File: src/rtl/wb_commit_queue_pkg.sv
// Shared constants for the write-back commit queue and its forwarding selector.
package wb_commit_queue_pkg;

    // Queue depth and register-file geometry used as parameter defaults.
    localparam int unsigned WB_QUEUE_DEPTH            = 4;
    localparam int unsigned REGISTER_FILE_ADDRESS_LEN = 4;
    localparam int unsigned REGISTER_FILE_LEN         = 32;
    localparam int unsigned REGISTER_FILE_SIZE        = 16;

endpackage

File: src/rtl/wb_commit_queue_if.sv
// Producer/consumer bundle of the commit queue: mem and exe result handshakes,
// register-file write port, pending mask and forwarding lookup.
interface wb_commit_queue_if
    import wb_commit_queue_pkg::*;
#(
    parameter int unsigned ADDR_W = REGISTER_FILE_ADDRESS_LEN,
    parameter int unsigned DATA_W = REGISTER_FILE_LEN,
    parameter int unsigned NREGS  = REGISTER_FILE_SIZE
) ();

    logic              mem_valid;
    logic [ADDR_W-1:0] mem_dest;
    logic [DATA_W-1:0] mem_value;
    logic              mem_ready;

    logic              exe_valid;
    logic [ADDR_W-1:0] exe_dest;
    logic [DATA_W-1:0] exe_value;
    logic              exe_ready;

    logic              wb_en;
    logic [ADDR_W-1:0] wb_dest;
    logic [DATA_W-1:0] wb_value;

    logic [NREGS-1:0]  pending;

    logic [ADDR_W-1:0] fwd_addr;
    logic              fwd_hit;
    logic [DATA_W-1:0] fwd_value;

    // Producers, register file and hazard logic sit on the master side.
    modport master (
        output mem_valid, mem_dest, mem_value,
        output exe_valid, exe_dest, exe_value,
        output fwd_addr,
        input  mem_ready, exe_ready,
        input  wb_en, wb_dest, wb_value,
        input  pending, fwd_hit, fwd_value
    );

    // The commit queue itself.
    modport slave (
        input  mem_valid, mem_dest, mem_value,
        input  exe_valid, exe_dest, exe_value,
        input  fwd_addr,
        output mem_ready, exe_ready,
        output wb_en, wb_dest, wb_value,
        output pending, fwd_hit, fwd_value
    );

endinterface

File: src/rtl/wb_fwd_select.sv
// Youngest-match forwarding selector: scans queued entries from tail-1 back to
// head and returns the value of the first entry whose destination matches.
module wb_fwd_select #(
    parameter int unsigned DEPTH  = 4,
    parameter int unsigned ADDR_W = 4,
    parameter int unsigned DATA_W = 32,
    localparam int unsigned PTR_W = $clog2(DEPTH),
    localparam int unsigned CNT_W = PTR_W + 1
) (
    input  logic [DEPTH-1:0]  valid_i,
    input  logic [ADDR_W-1:0] dest_i  [DEPTH],
    input  logic [DATA_W-1:0] value_i [DEPTH],
    input  logic [PTR_W-1:0]  head_i,
    input  logic [CNT_W-1:0]  count_i,
    input  logic [ADDR_W-1:0] fwd_addr_i,
    output logic              fwd_hit_o,
    output logic [DATA_W-1:0] fwd_value_o
);

    logic              hit;
    logic [DATA_W-1:0] value;
    logic [CNT_W-1:0]  off;
    logic [PTR_W-1:0]  idx;

    // Priority scan, youngest first; k counts back from the newest entry.
    always_comb begin
        hit   = 1'b0;
        value = '0;
        off   = '0;
        idx   = '0;
        for (int k = 0; k < DEPTH; k++) begin
            off = count_i - CNT_W'(k + 1);
            idx = head_i + off[PTR_W-1:0];
            if (!hit && (CNT_W'(k) < count_i) && valid_i[idx] &&
                (dest_i[idx] == fwd_addr_i)) begin
                hit   = 1'b1;
                value = value_i[idx];
            end
        end
        fwd_hit_o   = hit;
        fwd_value_o = value;
    end

endmodule

File: src/rtl/wb_commit_queue.sv
// Write-back commit queue: buffers ALU and load results in program order and
// retires one register-file write per cycle, with a pending mask and forwarding.
module wb_commit_queue
    import wb_commit_queue_pkg::*;
#(
    parameter int unsigned DEPTH  = WB_QUEUE_DEPTH,
    parameter int unsigned ADDR_W = REGISTER_FILE_ADDRESS_LEN,
    parameter int unsigned DATA_W = REGISTER_FILE_LEN,
    parameter int unsigned NREGS  = REGISTER_FILE_SIZE
) (
    input  logic                clk,
    input  logic                rst,
    wb_commit_queue_if.slave    bus
);

    localparam int unsigned PTR_W = $clog2(DEPTH);
    localparam int unsigned CNT_W = PTR_W + 1;
    localparam logic [CNT_W-1:0] CntOneFree = CNT_W'(DEPTH - 1);
    localparam logic [CNT_W-1:0] CntTwoFree = CNT_W'(DEPTH - 2);

    logic [DEPTH-1:0]  valid_q, valid_d;
    logic [ADDR_W-1:0] dest_q  [DEPTH];
    logic [ADDR_W-1:0] dest_d  [DEPTH];
    logic [DATA_W-1:0] value_q [DEPTH];
    logic [DATA_W-1:0] value_d [DEPTH];
    logic [PTR_W-1:0]  head_q, head_d;
    logic [PTR_W-1:0]  tail_q, tail_d;
    logic [CNT_W-1:0]  count_q, count_d;

    logic              mem_ready, exe_ready;
    logic              mem_fire, exe_fire, deq;
    logic [PTR_W-1:0]  exe_slot;
    logic [NREGS-1:0]  pending;

    // Readiness from registered count only; exe needs a second free slot when mem also offers.
    always_comb begin
        mem_ready = rst && (count_q <= CntOneFree);
        exe_ready = rst && (bus.mem_valid ? (count_q <= CntTwoFree) : (count_q <= CntOneFree));
        mem_fire  = bus.mem_valid && mem_ready;
        exe_fire  = bus.exe_valid && exe_ready;
        deq       = (count_q != '0);
    end

    // Next-state: pop the head, then place mem (older) at tail and exe behind it.
    always_comb begin
        valid_d  = valid_q;
        dest_d   = dest_q;
        value_d  = value_q;
        head_d   = head_q;
        exe_slot = tail_q + PTR_W'(mem_fire);
        if (deq) begin
            valid_d[head_q] = 1'b0;
            head_d          = head_q + 1'b1;
        end
        if (mem_fire) begin
            valid_d[tail_q] = 1'b1;
            dest_d[tail_q]  = bus.mem_dest;
            value_d[tail_q] = bus.mem_value;
        end
        if (exe_fire) begin
            valid_d[exe_slot] = 1'b1;
            dest_d[exe_slot]  = bus.exe_dest;
            value_d[exe_slot] = bus.exe_value;
        end
        tail_d  = tail_q + PTR_W'(mem_fire) + PTR_W'(exe_fire);
        count_d = count_q + CNT_W'(mem_fire) + CNT_W'(exe_fire) - CNT_W'(deq);
    end

    // Control state with synchronous active-low reset; reset drops all queued entries.
    always_ff @(posedge clk) begin
        if (!rst) begin
            valid_q <= '0;
            head_q  <= '0;
            tail_q  <= '0;
            count_q <= '0;
        end else begin
            valid_q <= valid_d;
            head_q  <= head_d;
            tail_q  <= tail_d;
            count_q <= count_d;
        end
    end

    // Payload storage; only meaningful under the matching valid bit, so no reset.
    always_ff @(posedge clk) begin
        dest_q  <= dest_d;
        value_q <= value_d;
    end

    // Pending mask: OR of every queued destination, head included.
    always_comb begin
        pending = '0;
        for (int i = 0; i < DEPTH; i++) begin
            if (valid_q[i]) begin
                pending[dest_q[i]] = 1'b1;
            end
        end
    end

    wb_fwd_select #(
        .DEPTH  (DEPTH),
        .ADDR_W (ADDR_W),
        .DATA_W (DATA_W)
    ) u_fwd_select (
        .valid_i     (valid_q),
        .dest_i      (dest_q),
        .value_i     (value_q),
        .head_i      (head_q),
        .count_i     (count_q),
        .fwd_addr_i  (bus.fwd_addr),
        .fwd_hit_o   (bus.fwd_hit),
        .fwd_value_o (bus.fwd_value)
    );

    // Head entry drives the register-file port; zeroed when the queue is empty.
    always_comb begin
        bus.mem_ready = mem_ready;
        bus.exe_ready = exe_ready;
        bus.wb_en     = deq;
        bus.wb_dest   = deq ? dest_q[head_q]  : '0;
        bus.wb_value  = deq ? value_q[head_q] : '0;
        bus.pending   = pending;
    end

endmodule
File: src/flat_wrapper.sv
// flat-port wrapper written by rule: the top's interface ports become plain ports
module wb_commit_queue_flat import wb_commit_queue_pkg::*;
#(
    parameter int unsigned DEPTH  = WB_QUEUE_DEPTH,
    parameter int unsigned ADDR_W = REGISTER_FILE_ADDRESS_LEN,
    parameter int unsigned DATA_W = REGISTER_FILE_LEN,
    parameter int unsigned NREGS  = REGISTER_FILE_SIZE
)
  (clk, rst, bus_mem_valid, bus_mem_dest, bus_mem_value, bus_exe_valid, bus_exe_dest, bus_exe_value, bus_fwd_addr, bus_mem_ready, bus_exe_ready, bus_wb_en, bus_wb_dest, bus_wb_value, bus_pending, bus_fwd_hit, bus_fwd_value);
  wb_commit_queue_if #(.ADDR_W(ADDR_W), .DATA_W(DATA_W), .NREGS(NREGS)) bus_i ();
  input  logic clk;
  input  logic rst;
  input wire logic [$bits(bus_i.mem_valid)-1:0] bus_mem_valid;
  input wire logic [$bits(bus_i.mem_dest)-1:0] bus_mem_dest;
  input wire logic [$bits(bus_i.mem_value)-1:0] bus_mem_value;
  input wire logic [$bits(bus_i.exe_valid)-1:0] bus_exe_valid;
  input wire logic [$bits(bus_i.exe_dest)-1:0] bus_exe_dest;
  input wire logic [$bits(bus_i.exe_value)-1:0] bus_exe_value;
  input wire logic [$bits(bus_i.fwd_addr)-1:0] bus_fwd_addr;
  output wire logic [$bits(bus_i.mem_ready)-1:0] bus_mem_ready;
  output wire logic [$bits(bus_i.exe_ready)-1:0] bus_exe_ready;
  output wire logic [$bits(bus_i.wb_en)-1:0] bus_wb_en;
  output wire logic [$bits(bus_i.wb_dest)-1:0] bus_wb_dest;
  output wire logic [$bits(bus_i.wb_value)-1:0] bus_wb_value;
  output wire logic [$bits(bus_i.pending)-1:0] bus_pending;
  output wire logic [$bits(bus_i.fwd_hit)-1:0] bus_fwd_hit;
  output wire logic [$bits(bus_i.fwd_value)-1:0] bus_fwd_value;
  assign bus_i.mem_valid = bus_mem_valid;
  assign bus_i.mem_dest = bus_mem_dest;
  assign bus_i.mem_value = bus_mem_value;
  assign bus_i.exe_valid = bus_exe_valid;
  assign bus_i.exe_dest = bus_exe_dest;
  assign bus_i.exe_value = bus_exe_value;
  assign bus_i.fwd_addr = bus_fwd_addr;
  assign bus_mem_ready = bus_i.mem_ready;
  assign bus_exe_ready = bus_i.exe_ready;
  assign bus_wb_en = bus_i.wb_en;
  assign bus_wb_dest = bus_i.wb_dest;
  assign bus_wb_value = bus_i.wb_value;
  assign bus_pending = bus_i.pending;
  assign bus_fwd_hit = bus_i.fwd_hit;
  assign bus_fwd_value = bus_i.fwd_value;
  wb_commit_queue #(.DEPTH(DEPTH), .ADDR_W(ADDR_W), .DATA_W(DATA_W), .NREGS(NREGS)) u_core (.clk(clk), .rst(rst), .bus(bus_i));
endmodule
File: config.mk
export PLATFORM = sky130hd
export DESIGN_NAME = wb_commit_queue_flat
export DESIGN_NICKNAME = d
export VERILOG_FILES = /design/src/rtl/wb_commit_queue_pkg.sv /design/src/rtl/wb_commit_queue_if.sv /design/src/rtl/wb_fwd_select.sv /design/src/rtl/wb_commit_queue.sv /design/src/flat_wrapper.sv
export SDC_FILE = /design/constraint.sdc
export NUM_CORES = 1
export LEC_CHECK = 0
export CAP_MARGIN = 20
export CORE_ASPECT_RATIO = 1.25
export CORE_MARGIN = 3
export CORE_UTILIZATION = 50
export DETAILED_ROUTE_END_ITERATION = 10
export PLACE_DENSITY = 0.8
export SYNTH_ARGS = -nofsm -noshare
export SYNTH_HDL_FRONTEND = slang
export SYNTH_SLANG_ARGS = --single-unit
File: constraint.sdc
create_clock -name clk -period 5.1 [get_ports clk]
set_input_delay 0.51 -clock clk [delete_from_list [all_inputs] [get_ports clk]]
set_output_delay 0.51 -clock clk [all_outputs]
set_load 0.02 [all_outputs]
==> flow_summary.json <==
{
  "hp-class": "flop to flop",
  "finalPower_mw": 13.2,
  "synth-edff-count": 0,
  "finalSetupViolCount": 0,
  "p_leak_nw": 5.41,
  "cts-buffers-inserted": 17,
  "combPwrFrac_pct": 67.4,
  "grt_pass1_wl_um": 65100,
  "crit_start": "u_core.count_q[0]",
  "h-tree-depth": 4,
  "synth_seq_cells": 155,
  "final_common_cell": "mux4_2",
  "clk_latency_ns": 0.43,
  "syn_area_per_cell_um2": 10.4,
  "grtUsageTotal_pct": 28.2,
  "start_kind": "flop",
  "syn2layout_area_growth_pct": 18.4,
  "grt_max_degree": 129,
  "drtPass1Iterations": 6,
  "dpl.hpwl_um": 25900,
  "synthCells": 1285,
  "start_util_pct": 51.1,
  "maxCapViolCount": 0,
  "cts_tree": "yes",
  "netSwitchingFraction_pct": 42.5,
  "fin_cells": 1719,
  "core.rowCount": 66,
  "place.gp.congestion": 0.939,
  "ctsLongestPathBuffers": 2,
  "yosysSeqAreaShare_pct": 23.2,
  "io_pins": 168,
  "ant_nets": 0,
  "power.density_nw_per_um2": 833,
  "fp.dieH_um": 189,
  "path_class": "flop to primary output",
  "async_flop_share_pct": 0,
  "drive_gt1_share_pct": 20.9,
  "slew_headroom_pct": 31.5,
  "worstHoldStart": "u_core.value_q[45]",
  "crit_fanout": 33,
  "wirelength_um": 41500,
  "clkPwrFrac_pct": 10.8,
  "yosysWarnings": 0,
  "die_x_um": 152,
  "ys.flop_type": "dfxtp_1",
  "switching_power_mw": 5.61,
  "crit_path_end_kind": "primary output",
  "io_buffers": 167,
  "irDropWorstVdd_uv": 640,
  "grt_pass1_vias": 11700,
  "final_cell_mix": "mux4_2, clkdlybuf4s50_1, mux2i_1",
  "nFillCells": 2095,
  "post-route-period-util_pct": 96.4,
  "antenna_found_initial": 4,
  "worstMarginPinSlew_ns": 1.03,
  "die-area_um2": 28800,
  "fmax_mhz": 203,
  "grt_overflow": 0,
  "core-area_um2": 26200,
  "wire_per_inst_um": 24.1,
  "synth_cell_types": 60,
  "syn_nets": 1378,
  "drc": 0,
  "fin_setup_tns_ns": 0,
  "fin_nets": 1456,
  "report.final.slew_viol_count": 0,
  "final_core_util_pct": 60.5,
  "fin_skew_ns": 0.0110,
  "clkSinkCount": 155,
  "cp.required_ns": 4.59,
  "hold_slack_ns": 0.594,
  "cts_root_buf": "clkbuf_16",
  "intPower_mw": 7.58,
  "rsz0062_at_grt": "false",
  "drt-initial-drc-count": 1124,
  "via_per_inst": 6.95,
  "reg2reg_from": "u_core.count_q[1]",
  "fin_crit_ns": 4.92,
  "synth.cell_area_um2": 13400,
  "arrival_ns": 4.41,
  "vias": 11900,
  "dp.cells": 1683,
  "finalHoldViolations": 0,
  "pwr-share-seq_pct": 21.8,
  "clkTransAtPathRegs_ns": 0.07,
  "status": "completed"
}
==> worst max-delay path: stages, from the launching register on <==
cell             delay, ns
dfxtp_1               0.50
inv_1                 0.14
ha_4                  0.58
mux4_2                0.58
xor2_1                0.15
nor2_1                0.16
and4_4                0.45
buf_4                 0.43
a311oi_2              0.06
o2bb2ai_1             0.25
clkdlybuf4s50_1       0.65
==> power by group through the flow <==
stage          Combinational [mW]  Sequential, mW  Clock, mW
6_report                     8.89            2.88       1.43
5_1_grt                      9.47            2.96       1.48
4_1_cts                      8.83            2.81       1.43
3_5_place_dp                 8.78            2.83          0
3_3_place_gp                 8.59            2.75          0
2_1_floorplan                7.06            2.37          0
==> cell usage after synthesis, types with 14 or more instances <==
cell | n | area (um^2)
a21oi_1 | 79 | 395
a311oi_2 | 30 | 450
buf_2 | 26 | 130
clkbuf_1 | 78 | 293
dfxtp_1 | 155 | 3100
inv_1 | 14 | 52.6
mux2i_1 | 155 | 1550
mux4_2 | 175 | 3940
nand2_1 | 92 | 345
nor2_1 | 122 | 458
nor2b_1 | 42 | 263
nor3b_1 | 38 | 285
o21ai_0 | 74 | 370
o2bb2ai_1 | 32 | 280
xnor2_1 | 15 | 131
==> timing repair <==
action / 4_1_cts / 5_1_grt
setup endpoints to repair: 0 / 32
hold endpoints to repair: 0 / 0
hold buffers: 0 / 0
resized for setup: 0 / 3
setup buffers: 0 / 0
==> layout make-up <==
| cell class | count | area (um^2) | share of cell area [%] |
|---|---|---|---|
| tap | 340 | 425 | 2.68 |
| inverter | 14 | 52.6 | 0.332 |
| clock buffer | 21 | 460 | 2.91 |
| multi-input combinational | 983 | 9680 | 61.1 |
| clock inverter | 10 | 191 | 1.21 |
| antenna | 4 | 10.0 | 0.0632 |
| timing repair buffer | 192 | 1920 | 12.1 |
| sequential | 155 | 3110 | 19.6 |
==> layer usage <==
metal	GRT usage [%]	wire (um)	up-vias
li1	-	-	5124
met1	34.9	15200	5923
met2	48.2	20800	751
met3	4.48	3530	144
met4	14.2	1990	0
met5	0	0	-
==> registers in the layout (all words and copies together) (netlist names) <==
register        flops
u_core.count_q      3
u_core.dest_q      16
u_core.head_q       2
u_core.tail_q       2
u_core.valid_q      4
u_core.value_q    128
==> per-stage QoR <==
stage,setup slack [ns],area [um^2]
2_1_floorplan,0.449,13400
3_3_place_gp,0.622,15100
3_5_place_dp,0.486,15100
4_1_cts,0.0418,15800
5_1_grt,0.0119,15800
6_report,0.183,15800
==> path summary, 6_finish.rpt <==
check                  endpoint  slack, ns  cells after the start
max reg2reg  u_core.value_q[31]       1.56                      8
max           bus_fwd_value[21]       0.18                     10
min reg2reg  u_core.value_q[45]       0.59                      2
min          u_core.value_q[45]       0.59                      2
==> cells by family after synthesis <==
group / after synthesis / share of synthesized area, %
simple gates: 350 / 12.9
xor+xnor: 23 / 1.73
compound gates: 262 / 14.2
fa+ha+maj: 13 / 1.33
flops: 155 / 23.2
mux: 335 / 41.5
buf+inv: 147 / 5.18
Note: power is estimated with default switching activity, not from simulation.
